===== config.mk =====
export PLATFORM = sky130hd
export DESIGN_NAME = vio_wb_arbiter_flat
export DESIGN_NICKNAME = d
export VERILOG_FILES = /design/src/rtl/vio_arb_pkg.sv /design/src/rtl/vio_wb_arbiter_if.sv /design/src/rtl/vio_arb_timer.sv /design/src/rtl/vio_wb_arbiter.sv /design/src/flat_wrapper.sv
export SDC_FILE = /design/constraint.sdc
export NUM_CORES = 1
export LEC_CHECK = 0
export ABC_AREA = 0
export BUFFER_PORTS_ARGS = -buffer_cell sky130_fd_sc_hd__buf_4
export CAP_MARGIN = 20
export CORE_AREA = 2 2 122 124
export CTS_CLUSTER_SIZE = 20
export DETAILED_ROUTE_END_ITERATION = 8
export DIE_AREA = 0 0 124 126
export HOLD_SLACK_MARGIN = 0.05
export RECOVER_POWER = 25
export SLEW_MARGIN = 30
export SYNTH_ARGS = -nofsm -noshare
export SYNTH_HDL_FRONTEND = slang
export SYNTH_SLANG_ARGS = --single-unit

===== constraint.sdc =====
create_clock -name wbs_clk -period 1.2 [get_ports wbs_clk]
set_clock_uncertainty 0.15 [all_clocks]
set_input_delay 0.12 -clock wbs_clk [delete_from_list [all_inputs] [get_ports wbs_clk]]
set_output_delay 0.12 -clock wbs_clk [all_outputs]
set_load 0.05 [all_outputs]

===== src/rtl/vio_arb_pkg.sv =====
// Shared definitions for the two-master Wishbone arbiter in front of versatile_io:
// FSM state encoding, watchdog counter width and bus widths.
package vio_arb_pkg;

  localparam int unsigned ADR_W = 32;
  localparam int unsigned DAT_W = 32;
  localparam int unsigned SEL_W = 4;
  localparam int unsigned CNT_W = 16;

  typedef enum logic [1:0] {
    ST_IDLE  = 2'd0,
    ST_GNT0  = 2'd1,
    ST_GNT1  = 2'd2,
    ST_ABORT = 2'd3
  } arb_state_e;

endpackage : vio_arb_pkg


===== src/rtl/vio_wb_arbiter_if.sv =====
// Bundle of both master ports and the shared slave port of the arbiter.
// The slave modport is the arbiter's view; the master modport is the view of
// whatever drives the masters and models the slave.
interface vio_wb_arbiter_if;
  import vio_arb_pkg::*;

  // master 0
  logic             m0_cyc_i, m0_stb_i, m0_we_i;
  logic [ADR_W-1:0] m0_adr_i;
  logic [DAT_W-1:0] m0_dat_i;
  logic [SEL_W-1:0] m0_sel_i;
  logic [DAT_W-1:0] m0_dat_o;
  logic             m0_ack_o, m0_err_o;
  // master 1
  logic             m1_cyc_i, m1_stb_i, m1_we_i;
  logic [ADR_W-1:0] m1_adr_i;
  logic [DAT_W-1:0] m1_dat_i;
  logic [SEL_W-1:0] m1_sel_i;
  logic [DAT_W-1:0] m1_dat_o;
  logic             m1_ack_o, m1_err_o;
  // shared slave port
  logic             wbs_cyc_o, wbs_stb_o, wbs_we_o;
  logic [ADR_W-1:0] wbs_adr_o;
  logic [DAT_W-1:0] wbs_dat_o;
  logic [SEL_W-1:0] wbs_sel_o;
  logic [DAT_W-1:0] wbs_dat_i;
  logic             wbs_ack_i;

  modport slave (
    input  m0_cyc_i, m0_stb_i, m0_we_i, m0_adr_i, m0_dat_i, m0_sel_i,
    output m0_dat_o, m0_ack_o, m0_err_o,
    input  m1_cyc_i, m1_stb_i, m1_we_i, m1_adr_i, m1_dat_i, m1_sel_i,
    output m1_dat_o, m1_ack_o, m1_err_o,
    output wbs_cyc_o, wbs_stb_o, wbs_we_o, wbs_adr_o, wbs_dat_o, wbs_sel_o,
    input  wbs_dat_i, wbs_ack_i
  );

  modport master (
    output m0_cyc_i, m0_stb_i, m0_we_i, m0_adr_i, m0_dat_i, m0_sel_i,
    input  m0_dat_o, m0_ack_o, m0_err_o,
    output m1_cyc_i, m1_stb_i, m1_we_i, m1_adr_i, m1_dat_i, m1_sel_i,
    input  m1_dat_o, m1_ack_o, m1_err_o,
    input  wbs_cyc_o, wbs_stb_o, wbs_we_o, wbs_adr_o, wbs_dat_o, wbs_sel_o,
    output wbs_dat_i, wbs_ack_i
  );

endinterface : vio_wb_arbiter_if


===== src/rtl/vio_arb_timer.sv =====
// Stall watchdog for the arbiter: counts granted cycles where the strobe is
// high and the slave has not acknowledged, and flags expiry at TIMEOUT-1 so the
// FSM can abort on the following edge.
module vio_arb_timer
  import vio_arb_pkg::*;
#(
  parameter int unsigned TIMEOUT = 255
) (
  input  logic i_clk,
  input  logic i_rst,
  input  logic i_active,
  input  logic i_stb,
  input  logic i_ack,
  output logic o_expire
);

  localparam logic [CNT_W-1:0] LIMIT = CNT_W'(TIMEOUT - 1);

  logic [CNT_W-1:0] r_cnt;

  // Stall counter: held at zero outside a grant and cleared by every ack.
  // NOTE: sequential state uses non-blocking (<=) so every register samples
  // pre-edge values; blocking here would create order-dependent simulation.
  always_ff @(posedge i_clk or posedge i_rst) begin
    if (i_rst) begin
      r_cnt <= '0;
    end else if (!i_active || i_ack) begin
      r_cnt <= '0;
    end else if (i_stb) begin
      r_cnt <= r_cnt + 1'b1;
    end
  end

  assign o_expire = i_active && !i_ack && (r_cnt == LIMIT);

endmodule : vio_arb_timer


===== src/rtl/vio_wb_arbiter.sv =====
// Two-master Wishbone arbiter for the versatile_io slave port.
// Registered grant, round-robin on contention, no pre-emption while cyc is held.
// Optional stall watchdog enabled by defining VIO_ARB_TIMEOUT_EN.
module vio_wb_arbiter
  import vio_arb_pkg::*;
#(
  parameter int unsigned TIMEOUT = 255
) (
  input  logic              wbs_clk,
  input  logic              wbs_rst,
  vio_wb_arbiter_if.slave   bus
);

  arb_state_e r_state, w_state_nxt;
  logic       r_last, w_last_nxt;
  logic       w_gnt0, w_gnt1, w_expire;

  logic             w_cyc, w_stb, w_we;
  logic [ADR_W-1:0] w_adr;
  logic [DAT_W-1:0] w_dat;
  logic [SEL_W-1:0] w_sel;
  logic             w_ack0, w_ack1, w_err0, w_err1;
  logic [DAT_W-1:0] w_rdat0, w_rdat1;

  assign w_gnt0 = (r_state == ST_GNT0);
  assign w_gnt1 = (r_state == ST_GNT1);

`ifdef VIO_ARB_TIMEOUT_EN
  vio_arb_timer #(.TIMEOUT(TIMEOUT)) u_timer (
    .i_clk    (wbs_clk),
    .i_rst    (wbs_rst),
    .i_active (w_gnt0 || w_gnt1),
    .i_stb    (w_stb),
    .i_ack    (bus.wbs_ack_i),
    .o_expire (w_expire)
  );
`else
  // Timeout limit has no effect when the watchdog is compiled out.
  logic w_unused_timeout;
  assign w_unused_timeout = ^TIMEOUT;
  assign w_expire         = 1'b0;
`endif

  // State and last-granted registers; reset leaves master 0 first in line.
  always_ff @(posedge wbs_clk or posedge wbs_rst) begin
    if (wbs_rst) begin
      r_state <= ST_IDLE;
      r_last  <= 1'b1;
    end else begin
      r_state <= w_state_nxt;
      r_last  <= w_last_nxt;
    end
  end

  // Next-state: arbitrate in IDLE, hold the grant until the owner drops cyc.
  // NOTE: every always_comb output gets a default first so no path leaves it
  // unassigned, which would otherwise infer a latch.
  always_comb begin
    w_state_nxt = r_state;
    w_last_nxt  = r_last;
    unique case (r_state)
      ST_IDLE: begin
        if (bus.m0_cyc_i && bus.m1_cyc_i) w_state_nxt = r_last ? ST_GNT0 : ST_GNT1;
        else if (bus.m0_cyc_i)            w_state_nxt = ST_GNT0;
        else if (bus.m1_cyc_i)            w_state_nxt = ST_GNT1;
      end
      ST_GNT0: begin
        if (!bus.m0_cyc_i) begin
          w_state_nxt = ST_IDLE;
          w_last_nxt  = 1'b0;
        end else if (w_expire) begin
          w_state_nxt = ST_ABORT;
          w_last_nxt  = 1'b0;
        end
      end
      ST_GNT1: begin
        if (!bus.m1_cyc_i) begin
          w_state_nxt = ST_IDLE;
          w_last_nxt  = 1'b1;
        end else if (w_expire) begin
          w_state_nxt = ST_ABORT;
          w_last_nxt  = 1'b1;
        end
      end
      ST_ABORT: w_state_nxt = ST_IDLE;
      default:  w_state_nxt = ST_IDLE;
    endcase
  end

  // Outputs: route the granted master to the slave port and the slave response back.
  always_comb begin
    w_cyc   = 1'b0;
    w_stb   = 1'b0;
    w_we    = 1'b0;
    w_adr   = '0;
    w_dat   = '0;
    w_sel   = '0;
    w_ack0  = 1'b0;
    w_ack1  = 1'b0;
    w_rdat0 = '0;
    w_rdat1 = '0;
    w_err0  = 1'b0;
    w_err1  = 1'b0;
    if (w_gnt0) begin
      w_cyc   = bus.m0_cyc_i;
      w_stb   = bus.m0_stb_i;
      w_we    = bus.m0_we_i;
      w_adr   = bus.m0_adr_i;
      w_dat   = bus.m0_dat_i;
      w_sel   = bus.m0_sel_i;
      w_ack0  = bus.wbs_ack_i;
      w_rdat0 = bus.wbs_ack_i ? bus.wbs_dat_i : '0;
    end else if (w_gnt1) begin
      w_cyc   = bus.m1_cyc_i;
      w_stb   = bus.m1_stb_i;
      w_we    = bus.m1_we_i;
      w_adr   = bus.m1_adr_i;
      w_dat   = bus.m1_dat_i;
      w_sel   = bus.m1_sel_i;
      w_ack1  = bus.wbs_ack_i;
      w_rdat1 = bus.wbs_ack_i ? bus.wbs_dat_i : '0;
    end
`ifdef VIO_ARB_TIMEOUT_EN
    if (r_state == ST_ABORT) begin
      w_err0 = !r_last;
      w_err1 = r_last;
    end
`endif
  end

  assign bus.wbs_cyc_o = w_cyc;
  assign bus.wbs_stb_o = w_stb;
  assign bus.wbs_we_o  = w_we;
  assign bus.wbs_adr_o = w_adr;
  assign bus.wbs_dat_o = w_dat;
  assign bus.wbs_sel_o = w_sel;
  assign bus.m0_ack_o  = w_ack0;
  assign bus.m1_ack_o  = w_ack1;
  assign bus.m0_dat_o  = w_rdat0;
  assign bus.m1_dat_o  = w_rdat1;
  assign bus.m0_err_o  = w_err0;
  assign bus.m1_err_o  = w_err1;

endmodule : vio_wb_arbiter


===== src/flat_wrapper.sv =====
// flat-port wrapper written by rule: the top's interface ports become plain ports
module vio_wb_arbiter_flat import vio_arb_pkg::*;
#(
  parameter int unsigned TIMEOUT = 255
)
  (wbs_clk, wbs_rst, bus_m0_cyc_i, bus_m0_stb_i, bus_m0_we_i, bus_m0_adr_i, bus_m0_dat_i, bus_m0_sel_i, bus_m0_dat_o, bus_m0_ack_o, bus_m0_err_o, bus_m1_cyc_i, bus_m1_stb_i, bus_m1_we_i, bus_m1_adr_i, bus_m1_dat_i, bus_m1_sel_i, bus_m1_dat_o, bus_m1_ack_o, bus_m1_err_o, bus_wbs_cyc_o, bus_wbs_stb_o, bus_wbs_we_o, bus_wbs_adr_o, bus_wbs_dat_o, bus_wbs_sel_o, bus_wbs_dat_i, bus_wbs_ack_i);
  vio_wb_arbiter_if bus_i ();
  input  logic wbs_clk;
  input  logic wbs_rst;
  input wire logic [$bits(bus_i.m0_cyc_i)-1:0] bus_m0_cyc_i;
  input wire logic [$bits(bus_i.m0_stb_i)-1:0] bus_m0_stb_i;
  input wire logic [$bits(bus_i.m0_we_i)-1:0] bus_m0_we_i;
  input wire logic [$bits(bus_i.m0_adr_i)-1:0] bus_m0_adr_i;
  input wire logic [$bits(bus_i.m0_dat_i)-1:0] bus_m0_dat_i;
  input wire logic [$bits(bus_i.m0_sel_i)-1:0] bus_m0_sel_i;
  output wire logic [$bits(bus_i.m0_dat_o)-1:0] bus_m0_dat_o;
  output wire logic [$bits(bus_i.m0_ack_o)-1:0] bus_m0_ack_o;
  output wire logic [$bits(bus_i.m0_err_o)-1:0] bus_m0_err_o;
  input wire logic [$bits(bus_i.m1_cyc_i)-1:0] bus_m1_cyc_i;
  input wire logic [$bits(bus_i.m1_stb_i)-1:0] bus_m1_stb_i;
  input wire logic [$bits(bus_i.m1_we_i)-1:0] bus_m1_we_i;
  input wire logic [$bits(bus_i.m1_adr_i)-1:0] bus_m1_adr_i;
  input wire logic [$bits(bus_i.m1_dat_i)-1:0] bus_m1_dat_i;
  input wire logic [$bits(bus_i.m1_sel_i)-1:0] bus_m1_sel_i;
  output wire logic [$bits(bus_i.m1_dat_o)-1:0] bus_m1_dat_o;
  output wire logic [$bits(bus_i.m1_ack_o)-1:0] bus_m1_ack_o;
  output wire logic [$bits(bus_i.m1_err_o)-1:0] bus_m1_err_o;
  output wire logic [$bits(bus_i.wbs_cyc_o)-1:0] bus_wbs_cyc_o;
  output wire logic [$bits(bus_i.wbs_stb_o)-1:0] bus_wbs_stb_o;
  output wire logic [$bits(bus_i.wbs_we_o)-1:0] bus_wbs_we_o;
  output wire logic [$bits(bus_i.wbs_adr_o)-1:0] bus_wbs_adr_o;
  output wire logic [$bits(bus_i.wbs_dat_o)-1:0] bus_wbs_dat_o;
  output wire logic [$bits(bus_i.wbs_sel_o)-1:0] bus_wbs_sel_o;
  input wire logic [$bits(bus_i.wbs_dat_i)-1:0] bus_wbs_dat_i;
  input wire logic [$bits(bus_i.wbs_ack_i)-1:0] bus_wbs_ack_i;
  assign bus_i.m0_cyc_i = bus_m0_cyc_i;
  assign bus_i.m0_stb_i = bus_m0_stb_i;
  assign bus_i.m0_we_i = bus_m0_we_i;
  assign bus_i.m0_adr_i = bus_m0_adr_i;
  assign bus_i.m0_dat_i = bus_m0_dat_i;
  assign bus_i.m0_sel_i = bus_m0_sel_i;
  assign bus_m0_dat_o = bus_i.m0_dat_o;
  assign bus_m0_ack_o = bus_i.m0_ack_o;
  assign bus_m0_err_o = bus_i.m0_err_o;
  assign bus_i.m1_cyc_i = bus_m1_cyc_i;
  assign bus_i.m1_stb_i = bus_m1_stb_i;
  assign bus_i.m1_we_i = bus_m1_we_i;
  assign bus_i.m1_adr_i = bus_m1_adr_i;
  assign bus_i.m1_dat_i = bus_m1_dat_i;
  assign bus_i.m1_sel_i = bus_m1_sel_i;
  assign bus_m1_dat_o = bus_i.m1_dat_o;
  assign bus_m1_ack_o = bus_i.m1_ack_o;
  assign bus_m1_err_o = bus_i.m1_err_o;
  assign bus_wbs_cyc_o = bus_i.wbs_cyc_o;
  assign bus_wbs_stb_o = bus_i.wbs_stb_o;
  assign bus_wbs_we_o = bus_i.wbs_we_o;
  assign bus_wbs_adr_o = bus_i.wbs_adr_o;
  assign bus_wbs_dat_o = bus_i.wbs_dat_o;
  assign bus_wbs_sel_o = bus_i.wbs_sel_o;
  assign bus_i.wbs_dat_i = bus_wbs_dat_i;
  assign bus_i.wbs_ack_i = bus_wbs_ack_i;
  vio_wb_arbiter #(.TIMEOUT(TIMEOUT)) u_core (.wbs_clk(wbs_clk), .wbs_rst(wbs_rst), .bus(bus_i));
endmodule

* After elaboration in Yosys (flattened, before gate mapping)
Cells that the tools add are included.
** Storage, ports and cells
- Word-level logic and storage cells :: 42
- Register bits after elaboration :: 3
- Output and inout port bits :: 139
- Input bits :: 177
** Cells by class
- Reductions and logical operators :: 5
- Eq/ne operators :: 6
- Multiplexer cells :: 29
** Operators with widths (number)
- two-way mux 32 bit :: 8
- two-way mux 2 bit :: 6
- two-way mux 1 bit :: 11
- two-way mux 4 bit :: 2
- one-hot mux 2 bit (4 select lines) :: 1
- AND reduction 3 bit :: 2
- == test 2 bit, second input constant :: 2
- inequality test 2 bit, second input constant :: 2
- inequality test 4 x 3 -> 1 bit, second input constant :: 1
- == test 2 x 1 -> 1 bit, second input constant :: 1
- logical NOT 2 bit :: 1
- one-hot mux 1 bit (2 select lines) :: 1
- nonzero test 2 bit :: 1
- logical AND 1 bit :: 1

* Logic depth before layout (Yosys ltp)
- Depth after elaboration :: 4
- Gate-level depth with buffers :: 4
- Depth with buffers taken out :: 3

* Worst setup path after synthesis
OpenSTA, ideal clock, no wires.
- Path type :: reg2out
- Start point :: register u_core.r_state[0]
- End point :: output bus_wbs_cyc_o
- Path buffers :: 1
- Arrival time :: 1.764 ns
- Setup slack :: -0.834 ns
- Stages on the path, launching flop included :: 4
- Cells stage by stage :: dfrtp_1 -> nand2b_1 -> clkbuf_1 -> o21ai_0
** On the way
- Cells in the longest elaborated chain, start to end :: 3
- Elaborated cells between the ends (all ways) :: 4
** Ends and longest elaborated chain
- from (decl) :: line vio_wb_arbiter.sv:14 : arb_state_e r_state, w_state_nxt;
- from (signal assigned) :: line vio_wb_arbiter.sv:50 : r_state <= w_state_nxt;
- == test 2 bit :: line vio_wb_arbiter.sv:26 : assign w_gnt1 = (r_state == ST_GNT1);
- two-way mux 1 bit :: line vio_wb_arbiter.sv:113 : end else if (w_gnt1) begin
- two-way mux 1 bit (*) :: line vio_wb_arbiter.sv:104 : if (w_gnt0) begin
- to (decl) :: line flat_wrapper.sv:28 : output wire logic [$bits(bus_i.wbs_cyc_o)-1:0] bus_wbs_cyc_o;
Every way passes the cells marked *; elsewhere a longest branch is shown, timed or not.

* Final worst setup path
- Start point :: register u_core.r_state[1]
- End point :: output bus_wbs_dat_o[9]
** On the way
- Cells in the longest elaborated chain, start to end :: 3
- Elaborated cells between the ends (all ways) :: 4
** Ends and longest elaborated chain
- == test 2 bit :: line vio_wb_arbiter.sv:26
- two-way mux 32 bit :: line vio_wb_arbiter.sv:113
- two-way mux 32 bit (*) :: line vio_wb_arbiter.sv:104
- to (decl) :: line flat_wrapper.sv:32 : output wire logic [$bits(bus_i.wbs_dat_o)-1:0] bus_wbs_dat_o;
Marks and branches as above.

==> qor.tcl <==
set qor(floorplan.die.height_um) 126
set qor(drt_pass1_iterations) 4
set qor(dr.first_iter.drc_count) 78
set qor(dp_hpwl_mm) 8.84
set qor(flip_flop_and_latch_count_after_synthesis) 3
set qor(hold_viol) 0
set qor(power_switching_share) 0.512
set qor(yosysWarnings) 0
set qor(antenna_found_initial) 0
set qor(slew_viol_final) 0
set qor(rsz0062_at_grt) {true}
set qor(cts_sinks) 3
set qor(starting_density_of_the_core) 0.100
set qor(synthesis.area_per_instance_um2) 6.65
set qor(detail_route.drc_violations) 0
set qor(diodes) 0
set qor(cts.root.buffer_cell) {clkbuf_16}
set qor(cts_tree) {done}
set qor(crit_fanout) 12
set qor(port-buffer-count) 313
set qor(die_area_mm2) 0.0156
set qor(mostFrequentLayoutCell) {buf_4}
set qor(period_share) 1.47
set qor(timing.critical_path.required_ns) 0.93
set qor(fill_cell_count) 1346
set qor(cts.reportedPaths.clkPinSlew_ns) 0.03
set qor(finalNetCount) 716
set qor(power.clock.fraction) 0.086
set qor(grt_usage) 0.136
set qor(final.min_clock_period_ns) 1.76
set qor(global_route.overflow_total) 0
set qor(cts.htree.levels) 1
set qor(p_int_mw) 2.98
set qor(grt_pass1_vias) 3108
set qor(critPathKind) {reg2out}
set qor(final_layout_size_suffix_gt1_frac) 0.918
set qor(p_comb_frac) 0.889
set qor(floorplan.die.width_um) 124
set qor(setup.worst_path.end_class) {primary output}
set qor(std_cell_rows) 44
set qor(area_growth_syn_to_layout_pct) 318
set qor(via_cell_ratio) 4.27
set qor(final_core_util) 0.420
set qor(critical_path_arrival_ns) 1.49
set qor(design_area_mm2) 0.00601
set qor(post_dp_cell_area_mm2) 0.00456
set qor(most_used_cells_in_the_layout_excluding_fill_and_tap_cells) {buf_4 (180), buf_6 (78), nor2_4 (64)}
set qor(cellPowerDensity_mw_per_mm2) 1020
set qor(max-clock-path-buffers) 2
set qor(routedWlPerCell_um) 17.4
set qor(fmax_mhz) 568
set qor(cts_buffers) 3
set qor(synth-seq-area-share) 0.0531
set qor(seqPwrFrac) 0.025
set qor(total_leakage_power_nw) 2.79
set qor(timing.final.ws_setup_ns) -0.559
set qor(drt_wl_total_mm) 12.6
set qor(worst_ir_drop_vdd_v) 0.000462
set qor(core_mm2) 0.0143
set qor(hold_class) {in2reg}
set qor(outcome) {finished with violations}
set qor(crit_path_start_kind) {flop}
set qor(maxCapViolations) 0
set qor(design.portCount) 316
set qor(failed_checks) {setup timing}
set qor(first_pass_grt_wire_length_mm) 16.7
set qor(postRouteAntennaNets) 0
set qor(weighted_congestion_reported_at_the_end_of_routability_driven_placement) 0.788
set qor(total_switching_power_mw) 3.12
set qor(placement.setup.worst_slack_ns) -0.470
set qor(synth.cell_area_mm2) 0.00144
set qor(vias) 3082
set qor(setup_viol_count_final) 139
set qor(clock_insertion_delay_worst_skew_ns) 0.22
set qor(synth_cell_types) 19
set qor(grt_max_degree) 35
set qor(synthesis.instances) 216
==> sequential cells by signal, summed over array words and instances, names as in the netlist <==
register,count
u_core.r_last,1
u_core.r_state,2
==> cells in the mapped netlist <==
master,count,area (um2)
a22o_1,70,613
nor2_1,64,240
nand2_1,33,124
buf_6,11,124
buf_8,7,105
buf_2,5,25.0
buf_4,3,22.5
clkbuf_1,3,11.3
nor2b_1,3,18.8
o21ai_0,3,15.0
a21oi_1,2,10.0
and2_1,2,12.5
dfrtp_1,2,50.1
inv_1,2,7.51
nand2b_1,2,12.5
conb_1,1,3.75
dfstp_2,1,26.3
o21a_1,1,7.51
or2b_1,1,7.51
==> worst paths after layout <==
check | start | to | slack (ns) | cells after the start
setup / recovery | u_core.r_state[1]$_DFFE_PP0P_ | bus_wbs_dat_o[9] | -0.56 | 5
hold / removal | bus_m1_cyc_i | u_core.r_last$_DFFE_PP1P_ | 0.12 | 4
setup reg to reg | u_core.r_state[1]$_DFFE_PP0P_ | u_core.r_state[1]$_DFFE_PP0P_ | -0.08 | 5
hold reg to reg | u_core.r_last$_DFFE_PP1P_ | u_core.r_last$_DFFE_PP1P_ | 0.36 | 2
max in group asynchronous | wbs_rst | u_core.r_last$_DFFE_PP1P_ | 0.49 | 3
min in group asynchronous | wbs_rst | u_core.r_state[0]$_DFFE_PP0P_ | 0.20 | 3
==> stage by stage <==
step / power [mW] / TNS, ns / cells / hold slack, ns
4_1_cts: 5.75 / -72.74 / 716 / 0.0514
2_1_floorplan: 3.15 / -31.44 / 217 / -0.277
3_5_place_dp: 4.43 / -46.78 / 699 / -0.139
3_3_place_gp: 4.39 / -44.44 / 699 / -0.147
5_1_grt: 6.32 / -76.97 / 722 / 0.151
6_report: 6.10 / -71.31 / 722 / 0.122
==> kinds of logic (layout without fill, tap and decap cells) <==
group / after synthesis / count (layout) / share of synthesized area
buffers and inverters: 31 / 352 / 0.206
DFF: 3 / 3 / 0.0531
other: 1 / 2 / 0.00261
AOI/OAI and AO/OA: 76 / 76 / 0.449
and+or+nand+nor: 105 / 105 / 0.289
==> critical path, cell delays in order (launching register included) <==
cell and delay, ns:
dfrtp_2 0.42, nor2b_4 0.15, buf_12 0.15, buf_16 0.16, a22o_4 0.23, buf_8 0.15
==> power by group through the flow <==
stage          registers [mW]  clock network [mW]  logic, mW
2_1_floorplan           0.146                   0       3.00
3_3_place_gp            0.155                   0       4.23
3_5_place_dp            0.158                   0       4.27
4_1_cts                 0.154               0.532       5.06
5_1_grt                 0.160               0.548       5.61
6_report                0.156               0.524       5.42
==> routing by layer <==
metal	track usage	routed length, um
met5	0	0
met4	0.0225	141
met3	0.0326	1280
met2	0.260	6850
met1	0.151	4310
==> what timing repair did <==
item                       CTS  global route
cloned                       5             5
buffers inserted             6             1
hold buffers                 2             1
hold endpoints to repair     4             1
setup endpoints to repair  139           140
pin swaps                    3             1
resized for setup          178            75
==> layout make-up <==
class	instances	area (um2)	share of cell area
Clock buffer	4	78.8	0.0131
Inverter	2	7.51	0.00125
Multi-Input combinational cell	183	1920	0.320
Sequential cell	3	78.8	0.0131
Tap cell	184	230	0.0383
Timing Repair Buffer	346	3690	0.614
(Power assumes the default switching activity.)
